## config.mk

```make
export PLATFORM = sky130hd
export DESIGN_NAME = bf_envelope_detect
export DESIGN_NICKNAME = d
export VERILOG_FILES = /design/src/rtl/bf_pkg.sv /design/src/rtl/bf_pixel_fifo.sv /design/src/rtl/bf_envelope_detect.sv
export SDC_FILE = /design/constraint.sdc
export NUM_CORES = 1
export LEC_CHECK = 0
export BUFFER_PORTS_ARGS = -buffer_cell sky130_fd_sc_hd__buf_2
export CORE_MARGIN = 4
export CORE_UTILIZATION = 43
export CTS_BUF_LIST = sky130_fd_sc_hd__clkbuf_2 sky130_fd_sc_hd__clkbuf_4 sky130_fd_sc_hd__clkbuf_8
export DETAILED_ROUTE_END_ITERATION = 8
export PLACE_DENSITY = 0.57
export SLEW_MARGIN = 10
export SYNTH_ARGS = -nofsm -noshare
export SYNTH_HDL_FRONTEND = slang
export SYNTH_SLANG_ARGS = --single-unit
```

## constraint.sdc

```tcl
create_clock -name clk -period 5.45 [get_ports clk]
set_clock_uncertainty 0.15 [all_clocks]
set_input_delay 0.8175 -clock clk [delete_from_list [all_inputs] [get_ports clk]]
set_output_delay 0.8175 -clock clk [all_outputs]
set_load 0.1 [all_outputs]
```

## src/rtl/bf_pkg.sv

```systemverilog
// rtl/bf_pkg.sv - shared beamformer output width and envelope-detector defaults
package bf_pkg;

   // Width of the delay-and-sum beamformer output sample
   localparam int BF_OUT_W       = 18;

   localparam int DEF_IN_W       = BF_OUT_W;
   localparam int DEF_OUT_W      = 8;
   localparam int DEF_WIN_LOG2   = 2;
   localparam int DEF_DECIM      = 2;
   localparam int DEF_LINE_LEN   = 256;
   localparam int DEF_FIFO_DEPTH = 4;

   // Counter width for a modulo-n counter; never narrower than one bit
   function automatic int cnt_w(input int n);
      return (n > 1) ? $clog2(n) : 1;
   endfunction

endpackage

```

## src/rtl/bf_pixel_fifo.sv

```systemverilog
// rtl/bf_pixel_fifo.sv - show-ahead pixel FIFO that drops writes when full
module bf_pixel_fifo
   import bf_pkg::*;
#(
   parameter int DATA_W = DEF_OUT_W + 1,
   parameter int DEPTH  = DEF_FIFO_DEPTH
) (
   input  logic              clk,
   input  logic              reset,
   input  logic              wr_valid,
   input  logic [DATA_W-1:0] wr_data,
   input  logic              rd_ready,
   output logic              empty,
   output logic [DATA_W-1:0] rd_data,
   output logic              drop
);

   localparam int AW = $clog2(DEPTH);

   logic [DATA_W-1:0] mem [DEPTH];
   logic [AW:0]       wr_ptr;
   logic [AW:0]       rd_ptr;
   logic              full;
   logic              push;
   logic              pop;

   // Extra pointer bit distinguishes full from empty when the indices match
   assign empty = (wr_ptr == rd_ptr);
   assign full  = (wr_ptr[AW] != rd_ptr[AW]) && (wr_ptr[AW-1:0] == rd_ptr[AW-1:0]);

   // A pop on the same edge frees the slot, so a full FIFO can still accept
   assign pop   = rd_ready && !empty;
   assign push  = wr_valid && (!full || pop);
   assign drop  = wr_valid && full && !pop;

   // Head is forced to zero when empty so stale entries never show
   assign rd_data = empty ? '0 : mem[rd_ptr[AW-1:0]];

   // Pointer update; reset discards every buffered entry
   always_ff @(posedge clk or posedge reset) begin
      if (reset) begin
         wr_ptr <= '0;
         rd_ptr <= '0;
      end else begin
         if (push) wr_ptr <= wr_ptr + (AW+1)'(1);
         if (pop)  rd_ptr <= rd_ptr + (AW+1)'(1);
      end
   end

   // Storage write; contents are only visible through the gated head
   always_ff @(posedge clk) begin
      if (push) mem[wr_ptr[AW-1:0]] <= wr_data;
   end

endmodule

```

## src/rtl/bf_envelope_detect.sv

```systemverilog
// rtl/bf_envelope_detect.sv - rectify, moving-average, decimate and buffer scan-line pixels
module bf_envelope_detect
   import bf_pkg::*;
#(
   parameter int IN_W       = DEF_IN_W,
   parameter int OUT_W      = DEF_OUT_W,
   parameter int WIN_LOG2   = DEF_WIN_LOG2,
   parameter int DECIM      = DEF_DECIM,
   parameter int LINE_LEN   = DEF_LINE_LEN,
   parameter int FIFO_DEPTH = DEF_FIFO_DEPTH
) (
   input  logic             clk,
   input  logic             reset,
   input  logic             in_valid,
   input  logic [IN_W-1:0]  in_data,
   input  logic             in_sol,
   input  logic             out_ready,
   output logic             out_valid,
   output logic [OUT_W-1:0] out_pixel,
   output logic             out_last,
   output logic             overflow
);

   localparam int ABS_W        = IN_W - 1;
   localparam int WIN          = 1 << WIN_LOG2;
   localparam int SUM_W        = ABS_W + WIN_LOG2;
   localparam int PIX_PER_LINE = LINE_LEN / DECIM;
   localparam int DCNT_W       = cnt_w(DECIM);
   localparam int PCNT_W       = cnt_w(PIX_PER_LINE);

   localparam logic [DCNT_W-1:0] DCNT_LAST = DCNT_W'(DECIM - 1);
   localparam logic [PCNT_W-1:0] PCNT_LAST = PCNT_W'(PIX_PER_LINE - 1);

   // Stage 1 state
   logic [IN_W-1:0]  neg_data;
   logic [ABS_W-1:0] abs_c;
   logic             s1_valid;
   logic [ABS_W-1:0] s1_abs;
   logic             s1_sol;
   logic             sol_pend;

   // Stage 2 state
   logic [ABS_W-1:0]  win_q    [WIN];
   logic [ABS_W-1:0]  win_base [WIN];
   logic [SUM_W-1:0]  sum_q;
   logic [SUM_W-1:0]  sum_base;
   logic [SUM_W-1:0]  sum_new;
   logic [DCNT_W-1:0] dcnt_q;
   logic [DCNT_W-1:0] dcnt_base;
   logic [PCNT_W-1:0] pcnt_q;
   logic [PCNT_W-1:0] pcnt_base;
   logic              emit;
   logic              line_end;
   logic              s2_valid;
   logic [OUT_W-1:0]  s2_pixel;
   logic              s2_last;

   // FIFO side
   logic             fifo_empty;
   logic [OUT_W:0]   fifo_head;
   logic             fifo_drop;

   // Rectify; the most negative input has no positive twin and saturates
   always_comb begin
      neg_data = ~in_data + IN_W'(1);
      if (!in_data[IN_W-1]) begin
         abs_c = in_data[ABS_W-1:0];
      end else if (in_data[ABS_W-1:0] == '0) begin
         abs_c = '1;
      end else begin
         abs_c = neg_data[ABS_W-1:0];
      end
   end

   // Stage 1 register; a start-of-line seen without a sample waits for the next one
   always_ff @(posedge clk or posedge reset) begin
      if (reset) begin
         s1_valid <= 1'b0;
         s1_abs   <= '0;
         s1_sol   <= 1'b0;
         sol_pend <= 1'b0;
      end else begin
         s1_valid <= in_valid;
         if (in_valid) begin
            s1_abs   <= abs_c;
            s1_sol   <= in_sol || sol_pend;
            sol_pend <= 1'b0;
         end else if (in_sol) begin
            sol_pend <= 1'b1;
         end
      end
   end

   // Window/sum/counter view seen by the sample in stage 1, cleared when it starts a line
   always_comb begin
      for (int i = 0; i < WIN; i++) begin
         win_base[i] = s1_sol ? '0 : win_q[i];
      end
      sum_base  = s1_sol ? '0 : sum_q;
      dcnt_base = s1_sol ? '0 : dcnt_q;
      pcnt_base = s1_sol ? '0 : pcnt_q;
      sum_new   = sum_base + SUM_W'(s1_abs) - SUM_W'(win_base[WIN-1]);
      emit      = (dcnt_base == DCNT_LAST);
      line_end  = emit && (pcnt_base == PCNT_LAST);
   end

   // Stage 2: moving average, decimation and line tracking; pixel is the top OUT_W bits of the average
   always_ff @(posedge clk or posedge reset) begin
      if (reset) begin
         for (int i = 0; i < WIN; i++) win_q[i] <= '0;
         sum_q    <= '0;
         dcnt_q   <= '0;
         pcnt_q   <= '0;
         s2_valid <= 1'b0;
         s2_pixel <= '0;
         s2_last  <= 1'b0;
      end else begin
         s2_valid <= s1_valid && emit;
         if (s1_valid) begin
            s2_pixel <= sum_new[SUM_W-1 -: OUT_W];
            s2_last  <= line_end;
            dcnt_q   <= emit ? '0 : dcnt_base + DCNT_W'(1);
            if (line_end) begin
               for (int i = 0; i < WIN; i++) win_q[i] <= '0;
               sum_q  <= '0;
               pcnt_q <= '0;
            end else begin
               win_q[0] <= s1_abs;
               for (int i = 1; i < WIN; i++) win_q[i] <= win_base[i-1];
               sum_q  <= sum_new;
               pcnt_q <= emit ? pcnt_base + PCNT_W'(1) : pcnt_base;
            end
         end
      end
   end

   bf_pixel_fifo #(
      .DATA_W (OUT_W + 1),
      .DEPTH  (FIFO_DEPTH)
   ) u_fifo (
      .clk      (clk),
      .reset    (reset),
      .wr_valid (s2_valid),
      .wr_data  ({s2_last, s2_pixel}),
      .rd_ready (out_ready),
      .empty    (fifo_empty),
      .rd_data  (fifo_head),
      .drop     (fifo_drop)
   );

   assign out_valid = !fifo_empty;
   assign out_last  = fifo_head[OUT_W];
   assign out_pixel = fifo_head[OUT_W-1:0];

   // Sticky drop flag; only reset clears it
   always_ff @(posedge clk or posedge reset) begin
      if (reset) begin
         overflow <= 1'b0;
      end else if (fifo_drop) begin
         overflow <= 1'b1;
      end
   end

endmodule
```

Word level (Yosys, flattened, before mapping). Memories as Yosys holds them, arrays and structs flattened. Index checks and enable logic that the tools add are counted.

Register bits: 132. Memory bits (writable): 36. Bits of input ports: 23. Output and inout port bits: 11. Word-level logic and storage cells: 63. Memories kept: 1.

Add/sub/neg operators: 7. Equal/unequal tests: 4. Mux-type cells: 19. Bitwise gates (word level): 1. Reduce and logical (&&, ||, !) cells: 14.

Memories: u_fifo.mem (depth 4, bits a word 9, rd ports 1, clocked after Yosys merged registers in 0, wr ports 1, RTL line bf_pixel_fifo.sv:20) `logic [DATA_W-1:0] mem [DEPTH];`.

Operator list (count): 2-to-1 mux 17 bit (6); 2-to-1 mux 68 bit (1); 2-to-1 mux 19 bit (2); 2-to-1 mux 7 bit (3); adder 19 x 17 -> 19 bit (1); subtractor 19 x 17 -> 19 bit (1); adder 17 x 1 -> 17 bit (second input constant) (1); zero test 17 bit (1); NOT 17 bit (1); 2-to-1 mux 9 bit (1); adder 7 x 1 -> 7 bit (second input constant) (1); == test 7 bit (second input constant) (1); logical AND 1 bit (7); adder 3 x 1 -> 3 bit (second input constant) (2); 2-to-1 mux 1 bit (6); == test 3 bit (1); zero test 1 bit (3); == test 2 bit (1); logical OR 1 bit (2); nonzero test 2 bit (1); adder 1 bit (second input constant) (1); != test 1 bit (1).

Logic depth before layout (Yosys ltp).
Depth after elaboration: 7. Gate-level depth with buffers: 13.

By module. Synthesis repeated with hierarchy kept, for this count alone.

Cells, all modules: 772. Area total of the unflattened synthesis: 8449.4 um^2.

Modules (own cells, without submodules): bf_envelope_detect (instances 1, cells an instance 677, area each 6675.2 um^2, sequential area each 3153.0 um^2); bf_pixel_fifo (instances 1, cells an instance 95, area each 1774.2 um^2, sequential area each 1231.2 um^2).

Worst setup path after synthesis. No wires, ideal clock.

Kind: register to output. Start point: register u_fifo.rd_ptr[0]. End point: output port out_last. Arrival time: 2.568 ns. Setup slack: 1.915 ns. Cell stages (with the launch flop): 4. Buffers on the path: 1. Cells stage by stage: dfrtp_1 -> buf_1 -> mux4_2 -> nor2b_1.

Word-level cells in the longest chain between the ends: 2.

RTL lines: from (decl) (RTL line bf_pixel_fifo.sv:22) `logic [AW:0] rd_ptr;`; from (signal assigned) (RTL line bf_pixel_fifo.sv:46) `if (pop) rd_ptr <= rd_ptr + (AW+1)'(1);`; memory read (4 x 9 bit) or == test 3 bit (tied branches); 2-to-1 mux 9 bit (*) (RTL line bf_pixel_fifo.sv:37) `assign rd_data = empty ? '0 : mem[rd_ptr[AW-1:0]];`; to (decl) (RTL line bf_envelope_detect.sv:20) `output logic out_last,`.

Every way passes the cells marked *; elsewhere a longest branch is shown, timed or not.

Worst setup path in the final report.
Start point: register s1_sol. End point: register sum_q[18].

Word-level cells in the longest chain between the ends: 4.

RTL lines: from (decl) (RTL line bf_envelope_detect.sv:39) `logic s1_sol;`; from (signal assigned) (RTL line bf_envelope_detect.sv:86) `s1_sol <= in_sol || sol_pend;`; 2-to-1 mux 19 bit or 2-to-1 mux 7 bit (tied branches) (RTL line bf_envelope_detect.sv:99, bf_envelope_detect.sv:101); adder 19 x 17 -> 19 bit or == test 7 bit (tied branches) (RTL line bf_envelope_detect.sv:102, bf_envelope_detect.sv:104); subtractor 19 x 17 -> 19 bit or logical AND 1 bit (tied branches) (RTL line bf_envelope_detect.sv:102, bf_envelope_detect.sv:104); 2-to-1 mux 19 bit (*) (RTL line bf_envelope_detect.sv:123) `if (line_end) begin`; to (signal assigned) (RTL line bf_envelope_detect.sv:130) `sum_q <= sum_new;`; to (decl) (RTL line bf_envelope_detect.sv:45) `logic [SUM_W-1:0] sum_q;`.

Marks and branches as above. A chain may end at the register's enable or synchronous reset.

==> results.toml <==
[outcome]
run_status = "complete, no violations"

[synth]
yosysSeqAreaShare_pct = 51.3
synth_xor_area_share_pct = 3.07
avgSynthCellArea_um2 = 11.0
syn_inst = 776
synth_nets = 842
synth-simple-area-share_pct = 11.9
ys_ff_latch = 168
synth_edf_count = 36
async_flop_share_pct = 78.6
ys.flop_type = "dfrtp_1"
synth_top_family_by_area = "compound AO/OA/AOI/OAI gates"
netlist_area_um2 = 8550
synth_compound_area_share_pct = 17.1
muxShareOfSynthArea_pct = 3.89
synth_fa_ha_area_share_pct = 7.79
ys_types = 54
ys_warn_count = 0

[die]
die_h_um = 149
io_pins = 34
core_um2 = 19500
initial_utilization_pct = 43.8
rows = 51
dieArea_um2 = 22200
dieWidth_um = 149

[grt]
antenna_found_initial = 0
grt_pass1_wl_um = 30900
grtUsageTotal_pct = 17.4
grt_pass1_vias = 6060
grt_max_degree = 83
grt-ovfl-total = 0

[power]
ir_drop_mv = 0.217
cellLeakagePower_uw = 0.00404
p_int_uw = 2550
switching_share_pct = 41.9
power.net_switching_uw = 1840
clockPowerShare_pct = 21.1
p_comb_share_pct = 40.0
seqPwrFrac_pct = 39.0
power_density_nw_per_um2 = 470

[sta]
setup_tns_ps = 0
drv_slew = 0
finalCriticalPeriod_ps = 3800
rsz0062_at_grt = "no"
hold_viol = 0
fmax_mhz = 263
setup_ws_ps = 1650
setup_violations = 0
tightestPinTransition_ps = 994
relSlewSlack_pct = 33.5
fin_crit_sh_pct = 69.7

[drt]
viasPerCell = 5.40
wl_per_cell_um = 16.9
drt-total-wl_um = 18100
ant_nets = 0
first_pass_iters = 4
drtIter0Drc = 283
drc = 0
vias = 5757

[placed_design]
dpl.hpwl_um = 12300
port_buffers = 33
post-place-ws_ps = 1660
place.gp.congestion = 0.855

[final_layout]
layout_commonest_cell = "dfrtp_1"
drive_gt1_share_pct = 13.0
final-seq-area_um2 = 4380
diodes = 0
fin_nets = 854
fillers = 1823
multiInputGateArea_um2 = 3750
final_cell_mix = "dfrtp_1, inv_1, a22o_1"
areaGrowthSynthToFinish_pct = 9.22

[critical_path]
end_kind = "register"
crit_fanout = 28
critPathKind = "register to register"
required_ps = 5670
cp-start-kind = "register"
critical_path_arrival_ps = 4020

[clock_network]
postCtsHoldBufs = 0
clk_pin_slew_ps = 90
max-clock-path-buffers = 2
numCtsBuffers = 17
cts_root_buf = "clkbuf_8"
cts_tree = "yes"
clkLatencyLatePin_ps = 460
post_cts.repair.setup_buffers = 0
htreeDepth = 4
cts_resized = 0
numClockSinks = 168

[flow_run]
cap_violations = 0

[min_path]
hold_class = "register to register"
sequential cells by signal, summed over array words and instances, names as in the netlist, 3 cells and up:
signal / flops
sum_q: 19
u_fifo.mem: 36
u_fifo.wr_ptr: 3
s1_abs: 17
pcnt_q: 7
s2_pixel: 8
u_fifo.rd_ptr: 3
win_q: 68
worst max-delay path, cell delays in order (launching register included):
cell and delay (ps):
dfrtp_1 830, buf_4 400, nor2b_1 100, fa_1 510, inv_1 40, ha_1 360, nand4_1 150, nor2_1 70
a21oi_1 310, a21oi_1 170, or4_1 530, o221ai_1 80
Yosys cell counts, types with 23 or more instances:
cell      number  area share, %
clkbuf_1      42            1.8
ha_1          26            3.8
nand2b_1      23            1.7
nor2b_1       35            2.6
a21oi_1       27            1.6
dfrtp_1      132             39
nand2_1       53            2.3
a22o_1        54            5.5
edfxtp_1      36             13
o21ai_0       53            3.1
inv_1         65            2.9
nor2_1        36            1.6
power groups by stage:
stage                     Clock (uW)  Sequential, uW  Combinational [uW]
after CTS                        963            1720                1770
after floorplan                    0            1660                1470
final                            926            1710                1750
after global placement             0            1730                1730
after global routing            1020            1750                1930
after detailed placement           0            1740                1760
final cells by class:
cell class                      count  share of cell area (%)
Sequential cell                   168                    47.0
Multi-Input combinational cell    496                    40.1
Tap cell                          265                    3.55
Clock buffer                       21                    2.96
Inverter                           66                    2.71
Timing Repair Buffer               39                    2.25
Clock inverter                     11                    1.45
cell families (layout without fill, tap and decap cells):
logic type / after synthesis / after routing
muxes: 21 / 21
adders and majority gates: 43 / 43
DFF: 168 / 168
buffers and inverters: 112 / 137
AOI/OAI and AO/OA: 207 / 207
xor gates and xnor gates: 30 / 30
and+or+nand+nor: 195 / 195
path summary, 6_finish.rpt:
| path | from | endpoint | slack (ps) | depth (start not counted) |
|---|---|---|---|---|
| max | s1_sol$_DFFE_PP0P_ | sum_q[18]$_DFFE_PP0P_ | 1650 | 11 |
| min | overflow$_DFFE_PP0P_ | overflow$_DFFE_PP0P_ | 330 | 1 |
| max reg2reg | s1_sol$_DFFE_PP0P_ | sum_q[18]$_DFFE_PP0P_ | 1650 | 11 |
| min reg2reg | overflow$_DFFE_PP0P_ | overflow$_DFFE_PP0P_ | 330 | 1 |
| max in group asynchronous | reset | s1_abs[2]$_DFFE_PP0P_ | 3660 | 3 |
| min in group asynchronous | reset | win_q[14]$_DFFE_PP0P_ | 350 | 2 |
through the flow:
stage / hold slack (ps) / instance area (um2) / utilization (%) / instances / power (uW)
2_1_floorplan: 297 / 8550 / - / 776 / 3130
3_3_place_gp: 290 / 8930 / 45.7 / 1034 / 3460
3_5_place_dp: 294 / 8930 / 45.7 / 1034 / 3500
4_1_cts: 318 / 9340 / 47.8 / 1066 / 4450
5_1_grt: 347 / 9340 / 47.8 / 1066 / 4690
6_report: 325 / 9340 / 47.8 / 1066 / 4390
metal layers:
metal / GRT usage [%] / share of wire [%] / wire length (um)
met5: 0 / 0 / 0
met4: 4.16 / 0.74 / 133
met3: 3.40 / 3.0 / 535
met2: 28.9 / 49 / 8850
met1: 23.9 / 47 / 8540
Power figures use the tool's default switching activity.
